**config.mk**
```make
export PLATFORM = sky130hd
export DESIGN_NAME = baccarat_deal_fsm
export DESIGN_NICKNAME = d
export VERILOG_FILES = /design/src/rtl/baccarat_deal_fsm.sv
export SDC_FILE = /design/constraint.sdc
export NUM_CORES = 1
export LEC_CHECK = 0
export ABC_AREA = 1
export ABC_CLOCK_PERIOD_IN_PS = 1500
export CORE_AREA = 2 2 43 45
export CTS_CLUSTER_DIAMETER = 80
export CTS_CLUSTER_SIZE = 40
export DETAILED_ROUTE_END_ITERATION = 10
export DIE_AREA = 0 0 45 47
export GPL_TIMING_DRIVEN = 0
export PLACE_DENSITY_LB_ADDON = 0.05
export SYNTH_ARGS = -nofsm -noshare
export SYNTH_HDL_FRONTEND = slang
export SYNTH_SLANG_ARGS = --single-unit
```
**constraint.sdc**
```tcl
create_clock -name slow_clock -period 1.5 [get_ports slow_clock]
set_input_delay 0.3 -clock slow_clock [delete_from_list [all_inputs] [get_ports slow_clock]]
set_output_delay 0.3 -clock slow_clock [all_outputs]
set_load 0.02 [all_outputs]
```
**src/rtl/baccarat_deal_fsm.sv**
```systemverilog
// Sequencer for one baccarat hand: deals P1/D1/P2/D2, applies the natural,
// player third-card and banker third-card rules, then latches the win lights.
module baccarat_deal_fsm (
    input  logic       slow_clock,
    input  logic       reset,
    input  logic       deal_en,
    input  logic [3:0] pscore,
    input  logic [3:0] dscore,
    input  logic [3:0] pcard3,
    output logic       load_pcard1,
    output logic       load_pcard2,
    output logic       load_pcard3,
    output logic       load_dcard1,
    output logic       load_dcard2,
    output logic       load_dcard3,
    output logic       player_win_light,
    output logic       dealer_win_light,
    output logic       hand_done
);

    typedef enum logic [3:0] {
        S_P1     = 4'd0,
        S_D1     = 4'd1,
        S_P2     = 4'd2,
        S_D2     = 4'd3,
        S_CHK    = 4'd4,
        S_P3     = 4'd5,
        S_BCHK   = 4'd6,
        S_D3     = 4'd7,
        S_RESULT = 4'd8,
        S_DONE   = 4'd9
    } state_t;

    state_t     state_reg;
    logic       load_ok;
    logic [3:0] p3_val;
    logic       bank_draw;

    // Loads are combinational so the card register captures on the same edge the FSM advances.
    assign load_ok     = deal_en & ~reset;
    assign load_pcard1 = (state_reg == S_P1) & load_ok;
    assign load_dcard1 = (state_reg == S_D1) & load_ok;
    assign load_pcard2 = (state_reg == S_P2) & load_ok;
    assign load_dcard2 = (state_reg == S_D2) & load_ok;
    assign load_pcard3 = (state_reg == S_P3) & load_ok;
    assign load_dcard3 = (state_reg == S_D3) & load_ok;

    // Face cards and tens count as zero for the banker rule.
    assign p3_val = (pcard3 > 4'd9) ? 4'd0 : pcard3;

    always_comb begin
        bank_draw = 1'b0;
        case (dscore)
            4'd0, 4'd1, 4'd2: bank_draw = 1'b1;
            4'd3:    bank_draw = (p3_val != 4'd8);
            4'd4:    bank_draw = (p3_val >= 4'd2) && (p3_val <= 4'd7);
            4'd5:    bank_draw = (p3_val >= 4'd4) && (p3_val <= 4'd7);
            4'd6:    bank_draw = (p3_val >= 4'd6) && (p3_val <= 4'd7);
            default: bank_draw = 1'b0;
        endcase
    end

    always_ff @(posedge slow_clock) begin
        if (reset) begin
            state_reg        <= S_P1;
            player_win_light <= 1'b0;
            dealer_win_light <= 1'b0;
            hand_done        <= 1'b0;
        end else begin
            case (state_reg)
                S_P1: if (deal_en) state_reg <= S_D1;
                S_D1: if (deal_en) state_reg <= S_P2;
                S_P2: if (deal_en) state_reg <= S_D2;
                S_D2: if (deal_en) state_reg <= S_CHK;
                S_CHK: begin
                    if ((pscore >= 4'd8) || (dscore >= 4'd8))
                        state_reg <= S_RESULT;
                    else if (pscore <= 4'd5)
                        state_reg <= S_P3;
                    else if (dscore <= 4'd5)
                        state_reg <= S_D3;
                    else
                        state_reg <= S_RESULT;
                end
                S_P3: if (deal_en) state_reg <= S_BCHK;
                S_BCHK: state_reg <= bank_draw ? S_D3 : S_RESULT;
                S_D3: if (deal_en) state_reg <= S_RESULT;
                S_RESULT: begin
                    player_win_light <= (pscore >= dscore);
                    dealer_win_light <= (dscore >= pscore);
                    hand_done        <= 1'b1;
                    state_reg        <= S_DONE;
                end
                S_DONE:  state_reg <= S_DONE;
                default: state_reg <= S_P1;
            endcase
        end
    end

endmodule

```
=== Word level (Yosys, flattened, before mapping) ===
Index checks and enable logic that the tools add are counted.

* $add $sub $neg: 0
* $mul: 0
* Divide/modulo/power cells: 0
* Order comparisons: 11
* Equality and inequality tests: 22
* Shifts and indexed selects: 0
* Muxes and demuxes: 13
* Bitwise operators: 8
* Reductions and logical operators: 9

{| class="wikitable"
|+ Operators with widths
! operator !! number
|-
| 4-bit two-way mux || 11
|-
| 4-bit case mux with 9 select lines || 1
|-
| 4-bit by 3-bit equality test with 1-bit output, second input constant || 7
|-
| 4-bit by 2-bit equality test with 1-bit output, second input constant || 4
|-
| 4-bit by 3-bit less-or-equal comparator with 1-bit output, second input constant || 3
|-
| 2-bit inequality test, second input constant || 6
|-
| 4-bit by 1-bit equality test with 1-bit output, second input constant || 2
|-
| 4-bit equality test, second input constant || 2
|-
| 4-bit by 3-bit greater-or-equal comparator with 1-bit output, second input constant || 2
|-
| 4-bit greater-or-equal comparator || 2
|-
| 4-bit greater-or-equal comparator, second input constant || 2
|-
| 4-bit logical NOT || 2
|-
| 1-bit AND || 7
|-
| 6-bit AND reduction || 1
|-
| 1-bit case mux with 5 select lines || 1
|-
| 4-bit by 2-bit greater-or-equal comparator with 1-bit output, second input constant || 1
|-
| 4-bit greater-than comparator, second input constant || 1
|-
| 4-bit inequality test, second input constant || 1
|-
| 1-bit logical AND || 3
|-
| 3-bit OR reduction || 1
|-
| 2-bit OR reduction || 1
|-
| 1-bit logical OR || 1
|-
| 1-bit inverter || 1
|}

* Register bits: 7
* Latch bits: 0
* Memory bits (writable): 0
* Bits in read-only memories: 0
* Input port bits: 15
* Output and inout port bits: 9
* Word-level logic and storage cells: 67
* Memories: 0

=== Longest topological paths before layout ===
Gate-level depths: netlist of the first run.

* Depth in word-level cells: 7
* Depth in mapped cells: 9

=== Worst setup path after synthesis of the first run ===
No wires, ideal clock.

* Path kind: register to output
* Start: register state_reg[2]
* End: output port load_dcard2
* Arrival time: 1.253 ns
* Required time: 1.200 ns
* Path slack: -0.053 ns
* Stages on the path, launching flop included: 4
* Path buffers: 0
* Cells stage by stage: dfxtp_1 > nor2_1 > inv_1 > nor4_1

* Word-level cells in the longest chain between the ends: 2

{| class="wikitable"
|+ RTL lines
! what !! RTL line !! RTL
|-
| start, declared || 34 || <nowiki>state_t state_reg;</nowiki>
|-
| start signal, assigned || 86 || <nowiki>S_BCHK: state_reg <= bank_draw ? S_D3 : S_RESULT;</nowiki>
|-
| 4-bit by 2-bit equality test with 1-bit output || 44 || <nowiki>assign load_dcard2 = (state_reg == S_D2) & load_ok;</nowiki>
|-
| 1-bit AND || 44 ||
|-
| end, declared || 14 || <nowiki>output logic load_dcard2,</nowiki>
|}

No other way between the ends.

=== Final worst setup path of the first run ===
* Start: register state_reg[0]
* End: output port load_pcard1

* Word-level cells in the longest chain between the ends: 2

{| class="wikitable"
|+ RTL lines
! what !! RTL line !! RTL
|-
| 4-bit logical NOT || 41 || <nowiki>assign load_pcard1 = (state_reg == S_P1) & load_ok;</nowiki>
|-
| 1-bit AND || 41 ||
|-
| end, declared || 10 || <nowiki>output logic load_pcard1,</nowiki>
|}

No other way between the ends.

==> results of run 1 <==
## worst max path at each step
stage | end | cells after the start
after global placement | load_dcard2 | 5
after floorplan | load_pcard1 | 3
after global routing | load_pcard1 | 4
after detailed placement | load_dcard2 | 5
after CTS | load_pcard3 | 5
final | load_pcard1 | 4
## report_power, final
group | switching, W | total (W) | internal [W]
Combinational | 0.0000882 | 0.000161 | 0.0000726
Clock | 0.0000706 | 0.000172 | 0.000102
Sequential | 0.0000104 | 0.000199 | 0.000189
Total | 0.000169 | 0.000532 | 0.000363
## timing repair
item	in CTS	in global routing
pin swaps	1	2
endpoints found under the setup margin	6	11
resized for setup	40	24
## cell type report
cell class              count  area share (%)
well taps                  17            2.20
flip-flops and latches      7            15.8
repair buffers             23            21.8
inverters                  18            7.24
clock buffers               4            2.71
multi-input cells          80            50.3
## cell usage in the layout (no fill, tap or decap), types with 2 or more instances in the layout
master           synthesis  routed
nor2_4                   1       2
inv_2                    2       5
dlymetal6s2s_1           0       2
dfxtp_4                  0       3
nand3_1                  8       7
clkdlybuf4s50_1          0      13
nor2_1                  18      15
a21oi_1                  4       2
nand2_1                 26      24
inv_1                   16      12
nor2_2                   0       2
nand2_2                  0       2
buf_4                    0       5
dfxtp_1                  7       3
a31oi_1                  2       2
clkbuf_4                 0       3
a21oi_2                  0       2
nand3_2                  1       2
o21ai_2                  1       3
nor3_1                   3       3
ha_1                     4       3
o21ai_0                  4       2
## stage by stage
stage	power [W]	hold WS (ps)	std cells	TNS, ps	instance area, µm²
floorplan	0.000284	372	105	0	637
global placement	0.000351	458	145	-4770	888
detailed placement	0.000352	468	145	-4930	888
CTS	0.000527	461	149	-7.52	905
global route	0.000575	307	149	-128	968
finish	0.000532	289	149	0	968
## per-layer routing
layer | vias up | global-route usage, % | part of all wire [%]
met5 | - | 0 | 0
met1 | 327 | 23.2 | 48
li1 | 402 | - | -
met4 | 0 | 5.29 | 1.0
met2 | 14 | 25.7 | 47
met3 | 2 | 2.31 | 4.0
## logic make-up (layout without fill, tap and decap cells)
kind of cell	after synthesis	count (layout)
DFF	7	7
AOI/OAI and AO/OA	13	13
and+or+nand+nor	63	63
buffers and inverters	18	45
adders and majority gates	4	4
==> results.py, run 1 <==
metrics = {
    "run_status": {
        "status": "completed",
    },
    "clock_network": {
        "cts_buffers": 3,
        "cts_tree": "done",
        "cts.reportedPaths.clkPinSlew_ps": 50,
        "cts_buffer_depth": 2,
        "numClockSinks": 7,
        "cts_hold_buf": 0,
        "cts_root_buffer": "clkbuf_4",
        "cts_max_level": 1,
        "clkLatencyLatePin_ps": 250,
        "post_cts_buffers": 0,
    },
    "global_route": {
        "antenna_found_initial": 0,
        "grt_pass1_vias": 636,
        "grt_pass1_wl_um": 2550,
        "grt_max_degree": 8,
        "grt_usage_pct": 16.4,
        "grt_overflow": 0,
    },
    "logic_synthesis": {
        "synthFlopType": "dfxtp_1",
        "syn-cell-area_um2": 631,
        "muxShareOfSynthArea_pct": 0,
        "synthTopCellsByArea": "dfxtp_1 (22%), nand2_1 (15%), nor2_1 (11%)",
        "yosys.cell_count.top_type": "nand2_1",
        "synth_fa_ha_area_share_pct": 7.94,
        "synth_xor_area_share_pct": 0,
        "synth_seq_cells": 7,
        "yosysSeqAreaShare_pct": 22.2,
        "syn_area_per_cell_um2": 6.01,
        "synthSimpleGateAreaFrac_pct": 46.8,
        "synthArstFlopShare_pct": 0,
        "synth_compound_area_share_pct": 12.3,
        "yosys-top-cells-count": "nand2_1 (26), nor2_1 (18), inv_1 (16)",
        "synth_top_area_share_pct": 22.2,
        "synth.largest_area_cell": "dfxtp_1",
        "synth_nets": 124,
        "ys_warn_count": 0,
        "syn_inst": 105,
        "synth_edf_count": 0,
        "ys_types": 21,
        "synth_top_family_by_area": "simple AND/OR/NAND/NOR gates",
    },
    "drt": {
        "totalWireLength_um": 1550,
        "vias": 745,
        "detail-route-antenna-nets": 0,
        "via_per_inst": 5.00,
        "dr.first_iter.drc_count": 5,
        "routedWlPerCell_um": 10.4,
        "remaining_drc_errors": 0,
        "dr.pass1.iters": 2,
    },
    "flow_run": {
        "drv_cap": 0,
    },
    "cells_and_area": {
        "fillers": 171,
        "finalNetCount": 152,
        "largest_register_ffs": 4,
        "post-route-util_pct": 58.6,
        "seq_area_um2": 153,
        "antenna_cells": 0,
        "multi_input_area_um2": 487,
        "area_growth_pct": 53.6,
        "drive_above_1_share_pct": 29.5,
    },
    "setup_path": {
        "r2r_slack_ps": 300,
        "worstPathCellList": "nor2_2 > inv_1 > nor3_1 > buf_2",
        "cp-startpoint": "state_reg[0]",
        "cp_num_buf_inv": 2,
        "worst_setup_path_end_kind": "output port",
        "cp_data_required_time_ps": 1200,
        "crit_fanout": 4,
        "max_stage_delay_ps": 360,
        "startpoint_type": "flop",
        "path_class": "flop to output port",
        "crit_arrival_ps": 1190,
        "crit_slowest_cell": "dfxtp_4",
        "reg2reg_depth": 5,
        "timing.rr.end": "dealer_win_light",
        "cp_top_family": "flip-flops",
        "timing.rr.start": "state_reg[0]",
    },
    "sta": {
        "relSlewSlack_pct": 77.4,
        "hold_violations": 0,
        "setup_slack_ps": 14.0,
        "period_share_pct": 99.1,
        "fin_skew_ps": 0.273,
        "timing.final.crit_period_ps": 1490,
        "fmax_mhz": 673,
        "drv_slew": 0,
        "worst_pin_slew_ps": 335,
        "grt_setup_unrepaired": "true",
        "finalSetupViolCount": 0,
    },
    "placed_design": {
        "dp_slack_ps": -756,
        "portBuffers": 23,
        "place_hpwl_um": 1270,
        "gp_congestion": 0.838,
    },
    "pwr": {
        "p_leak_nw": 0.485,
        "vdd_ir_drop_max_uv": 440,
        "power.density_nw_per_um2": 550,
    },
    "hold_path": {
        "holdCritStartpoint": "reset",
        "hp-class": "primary input to flop",
        "whs_endpoint": "hand_done",
        "hold_depth": 2,
    },
    "floorplanning": {
        "die_w_um": 45,
        "num_rows": 15,
        "initial_core_util_pct": 38.2,
        "io_pins": 24,
        "core_area_um2": 1650,
        "die_y_um": 47,
        "die-area_um2": 2120,
    },
}
(Power assumes the default switching activity.)
==> run 2: changes to the inputs <==
--- a/config.mk
+++ b/config.mk
@@ -13,7 +13,7 @@
 export DETAILED_ROUTE_END_ITERATION = 10
 export DIE_AREA = 0 0 45 47
 export GPL_TIMING_DRIVEN = 0
-export PLACE_DENSITY_LB_ADDON = 0.05
+export PLACE_DENSITY = 0.76
 export SYNTH_ARGS = -nofsm -noshare
 export SYNTH_HDL_FRONTEND = slang
 export SYNTH_SLANG_ARGS = --single-unit
==> run 2 against run 1 <==
- the flow now finishes with violations (negative setup slack)
- combinational power up 4%
- flip-flop and latch count unchanged
- count of clock-buffer cells in the layout unchanged
- register-to-register slack worse by 80 ps
- die area unchanged
- fmax down 1.1%
- total power up 1.1%
- global-route usage up 1.5 points
- via count up 8.6%
- sequential power up 3%
- first-iteration DRC count rose to 2.8 times the previous value
==> results.py, run 2 (same netlist as run 1, synthesis figures left out) <==
metrics = {
    "setup_path": {
        "r2r_slack_ps": 220,
        "cp_top_family": "simple AND/OR/NAND/NOR gates",
        "cp_num_buf_inv": 2,
        "path_class": "flop to output port",
        "startpoint_type": "flop",
        "max_stage_delay_ps": 380,
        "crit_arrival_ps": 1200,
        "timing.rr.end": "state_reg[0]",
        "timing.rr.start": "state_reg[2]",
        "reg2reg_depth": 9,
        "crit_fanout": 5,
        "worst_setup_path_end_kind": "output port",
        "crit_slowest_cell": "dfxtp_4",
        "worstPathCellList": "inv_4 > nor2_4 > nand3_2 > nor2_2 > buf_6",
        "cp_data_required_time_ps": 1200,
    },
    "sta": {
        "setup_slack_ps": -2.02,
        "period_share_pct": 100,
        "finalSetupViolCount": 1,
        "worst_pin_slew_ps": 329,
        "fmax_mhz": 666,
        "tns_ps": -2.02,
        "fin_skew_ps": 1.10,
        "drv_slew": 0,
        "hold_violations": 0,
        "relSlewSlack_pct": 77.8,
        "grt_setup_unrepaired": "true",
        "timing.final.crit_period_ps": 1500,
    },
    "hold_path": {
        "hold_depth": 2,
        "holdCritStartpoint": "reset",
        "hp-class": "primary input to flop",
        "whs_endpoint": "hand_done",
    },
    "global_route": {
        "grt_overflow": 0,
        "grt_pass1_vias": 734,
        "grt_pass1_wl_um": 2790,
        "grt_usage_pct": 17.8,
        "grt_max_degree": 8,
        "antenna_found_initial": 0,
    },
    "cells_and_area": {
        "area_growth_pct": 62.1,
        "fillers": 141,
        "post-route-util_pct": 61.9,
        "finalNetCount": 158,
        "drive_above_1_share_pct": 30.4,
        "final_cell_count_no_fill": 155,
        "layout_commonest_cell": "nand2_1",
        "most-common-layout-cells": "nand2_1 (24), nor2_1 (14), inv_1 (12), clkdlybuf4s50_1 (11), buf_4 (9)",
        "largest_register_ffs": 4,
        "antenna_cells": 0,
    },
    "clock_network": {
        "numClockSinks": 7,
        "cts_hold_buf": 0,
        "cts_max_level": 1,
        "clkLatencyLatePin_ps": 250,
        "cts_buffers": 3,
        "cts_tree": "done",
        "cts_buffer_depth": 2,
        "cts_root_buffer": "clkbuf_4",
        "cts.reportedPaths.clkPinSlew_ps": 50,
    },
    "pwr": {
        "vdd_ir_drop_max_uv": 592,
        "p_total_w": 0.000538,
        "p_leak_nw": 0.543,
        "power.density_nw_per_um2": 526,
    },
    "floorplanning": {
        "num_rows": 15,
        "die_w_um": 45,
        "io_pins": 24,
        "initial_core_util_pct": 38.2,
        "core_area_um2": 1650,
        "die-area_um2": 2120,
        "die_y_um": 47,
    },
    "drt": {
        "vias": 809,
        "dr.pass1.iters": 4,
        "detail-route-antenna-nets": 0,
        "remaining_drc_errors": 0,
        "routedWlPerCell_um": 11.9,
        "totalWireLength_um": 1850,
        "via_per_inst": 5.22,
        "dr.first_iter.drc_count": 14,
    },
    "run_status": {
        "violations": "negative setup slack",
        "status": "finished with violations",
    },
    "placed_design": {
        "place_hpwl_um": 1320,
        "place_inst": 145,
        "portBuffers": 23,
        "gp_congestion": 0.914,
        "dp_slack_ps": -786,
    },
    "flow_run": {
        "drv_cap": 0,
    },
}
## run 2: cell types whose count changed in the layout (fill, tap and decap cells not counted), sizes merged
cell	delta
dlymetal6s2s	+2
buf	+6
clkdlybuf4s50	-2
## run 2: worst max-delay path by stage
stage / startpoint / to / slack [ps] / cells past startpoint
after detailed placement: reset / load_dcard2 / -790 / 5
after global placement: reset / load_dcard2 / -750 / 5
after global routing: pscore[1] / player_win_light / -80 / 8
final: state_reg[2] / load_dcard3 / -2 / 5
after floorplan: state_reg[2] / load_pcard1 / 70 / 3
after CTS: reset / load_dcard2 / -30 / 5
## run 2: final cells by class
class	instances	area, µm²	area share [%]
clock buffers	4	26.3	2.57
flip-flops and latches	7	153	14.9
multi-input cells	80	482	47.1
repair buffers	29	263	25.7
inverters	18	77.6	7.59
well taps	17	21.3	2.08
## run 2: where the power goes
part	switching [W]	leakage, nW	total (W)	internal [W]
registers	0.0000150	0.0594	0.000205	0.000190
clock network	0.0000646	0.0150	0.000166	0.000101
logic	0.0000912	0.469	0.000167	0.0000756
## run 2: worst register-to-register path: stages, from the launching register on
cell and delay (ps):
dfxtp_4 380, inv_4 50, nor2_4 160, buf_4 130, nand2_1 50, nor2_1 180
a21oi_1 70, nand3_1 80, nand2_1 60, nand2_1 70
## run 2: through the flow
step | hold slack [ps] | cell area, µm²
after floorplan | 372 | 637
after global placement | 458 | 888
after detailed placement | 462 | 888
after CTS | 464 | 905
after global routing | 302 | 1020
final | 306 | 1020
## run 2: routing by layer
layer  wire (µm)  part of all wire, %  global-route usage (%)
met2         997                   54                    34.0
met5           0                    0                       0
met4          51                  2.8                    7.65
met1         741                   40                    19.8
met3          59                  3.2                    2.31
## run 2: repair_timing
item | 4_1_cts | 5_1_grt
setup endpoints to repair | 6 | 12
gates resized for setup | 40 | 29
pin swaps | 2 | 6
gates cloned | 0 | 0
buffers inserted | 0 | 6
==> run 3: changes to the inputs <==
--- a/config.mk
+++ b/config.mk
@@ -6,7 +6,7 @@
 export NUM_CORES = 1
 export LEC_CHECK = 0
 export ABC_AREA = 1
-export ABC_CLOCK_PERIOD_IN_PS = 1500
+export ABC_CLOCK_PERIOD_IN_PS = 1800
 export CORE_AREA = 2 2 43 45
 export CTS_CLUSTER_DIAMETER = 80
 export CTS_CLUSTER_SIZE = 40
@@ -14,6 +14,7 @@
 export DIE_AREA = 0 0 45 47
 export GPL_TIMING_DRIVEN = 0
 export PLACE_DENSITY = 0.76
+export SETUP_SLACK_MARGIN = 0.2
 export SYNTH_ARGS = -nofsm -noshare
 export SYNTH_HDL_FRONTEND = slang
 export SYNTH_SLANG_ARGS = --single-unit
==> constraint.sdc (replaced) <==
create_clock -name slow_clock -period 1.8 [get_ports slow_clock]
set_input_delay 0.36 -clock slow_clock [delete_from_list [all_inputs] [get_ports slow_clock]]
set_output_delay 0.36 -clock slow_clock [all_outputs]
set_load 0.02 [all_outputs]
==> run 3 against run 2 <==
- the run now ends clean
- highest routed layer unchanged
- worst setup slack improved by 220 ps
- combinational power is 23% lower
- critical endpoint unchanged
- first-iteration DRC count shrank 50%
- die area did not move
- sequential power is 19% lower
- hold slack improved by 180 ps
==> results.py, run 3 (same netlist as run 1, synthesis figures left out) <==
metrics = {
    "sta": {
        "period_share_pct": 87.8,
        "hold_ws_ps": 481,
        "hold_violations": 0,
        "fmax_mhz": 632,
        "grt_setup_unrepaired": "true",
        "finalSetupViolCount": 0,
        "fin_skew_ps": 0.672,
        "relSlewSlack_pct": 78.2,
        "drv_slew": 0,
        "worst_pin_slew_ps": 324,
        "timing.final.crit_period_ps": 1580,
    },
    "setup_path": {
        "timing.rr.start": "state_reg[2]",
        "timing.rr.end": "state_reg[0]",
        "critPathCapture": "load_dcard3",
        "cp_data_required_time_ps": 1440,
        "path_class": "flop to output port",
        "startpoint_type": "flop",
        "crit_arrival_ps": 1220,
        "cp-startpoint": "state_reg[2]",
        "worst_setup_path_end_kind": "output port",
        "crit_fanout": 5,
        "r2r_slack_ps": 550,
        "reg2reg_depth": 9,
    },
    "clock_network": {
        "cts_max_level": 1,
        "cts_hold_buf": 0,
        "cts_buffers": 3,
        "cts_root_buffer": "clkbuf_4",
        "clkLatencyLatePin_ps": 250,
        "numClockSinks": 7,
        "cts_tree": "done",
        "cts.reportedPaths.clkPinSlew_ps": 50,
        "cts_buffer_depth": 2,
    },
    "global_route": {
        "grt_max_degree": 8,
        "grt_usage_pct": 17.8,
        "grt_pass1_wl_um": 2770,
        "grt_pass1_vias": 726,
        "antenna_found_initial": 0,
        "grt_overflow": 0,
    },
    "cells_and_area": {
        "fin_area_um2": 947,
        "largest_register_ffs": 4,
        "antenna_cells": 0,
        "drive_above_1_share_pct": 24.6,
        "layout_commonest_cell": "nand2_1",
        "most-common-layout-cells": "nand2_1 (24), nor2_1 (15), clkdlybuf4s50_1 (14), inv_1 (13), nand3_1 (8)",
        "fillers": 166,
        "area_growth_pct": 50.2,
        "finalNetCount": 154,
    },
    "flow_run": {
        "drv_cap": 0,
    },
    "placed_design": {
        "place_hpwl_um": 1320,
        "gp_congestion": 0.914,
        "portBuffers": 23,
        "dpl_cell_area_um2": 888,
    },
    "pwr": {
        "power.density_nw_per_um2": 456,
        "p_leak_nw": 0.465,
        "vdd_ir_drop_max_uv": 491,
    },
    "drt": {
        "via_per_inst": 5.08,
        "dr.pass1.iters": 4,
        "routedWlPerCell_um": 10.5,
        "remaining_drc_errors": 0,
        "detail-route-antenna-nets": 0,
        "totalWireLength_um": 1580,
        "dr.first_iter.drc_count": 7,
        "vias": 767,
    },
    "floorplanning": {
        "num_rows": 15,
        "die_w_um": 45,
        "core_area_um2": 1650,
        "die_y_um": 47,
        "initial_core_util_pct": 38.2,
        "die-area_um2": 2120,
        "io_pins": 24,
    },
    "run_status": {
        "status": "completed",
    },
    "hold_path": {
        "hp-class": "flop to flop",
    },
}
[run 3: worst min-delay path by stage]
| stage | from | to | slack, ps | cells past startpoint |
|---|---|---|---|---|
| CTS | hand_done | hand_done | 490 | 2 |
| detailed placement | hand_done | hand_done | 460 | 2 |
| floorplan | reset | hand_done | 430 | 1 |
| global route | hand_done | hand_done | 500 | 2 |
| finish | hand_done | hand_done | 480 | 2 |
| global placement | hand_done | hand_done | 460 | 2 |
[run 3: final cells by class]
| type | count | area [µm²] | area share [%] |
|---|---|---|---|
| clock buffer | 4 | 26.3 | 2.77 |
| sequential | 7 | 150 | 15.9 |
| multi-input combinational | 80 | 459 | 48.5 |
| timing repair buffer | 25 | 223 | 23.5 |
| tap | 17 | 21.3 | 2.25 |
| inverter | 18 | 67.6 | 7.13 |
[run 3: worst max-delay path, stage by stage (launching register included)]
cell and delay (ps):
dfxtp_4 370, inv_2 70, nor2_4 130, nand3_1 130, nor2_1 120, buf_4 150
[run 3: power breakdown]
part | total (W) | switching (W) | leakage (nW) | internal (W)
combinational | 0.000128 | 0.0000698 | 0.391 | 0.0000581
sequential | 0.000166 | 0.00000735 | 0.0591 | 0.000159
clock | 0.000138 | 0.0000536 | 0.0150 | 0.0000843
[run 3: per-stage QoR]
step	total power [W]	util, %	setup TNS (ps)	std cells	worst slack, ps
after CTS	0.000435	54.8	0	149	149
after global routing	0.000466	57.3	0	151	143
after global placement	0.000290	53.8	-2870	145	-570
final	0.000432	57.3	0	151	219
after floorplan	0.000237	-	0	105	307
after detailed placement	0.000294	53.8	-2950	145	-606
[run 3: layer usage]
metal,GRT usage [%],wire (µm)
met3,2.31,42
met4,7.06,24
met2,33.4,857
met1,20.2,660
met5,0,0
[run 3: timing repair]
item	in CTS	in global routing
setup buffers	0	2
gates resized for setup	36	14
endpoints found under the setup margin	6	10
pin swaps	2	4
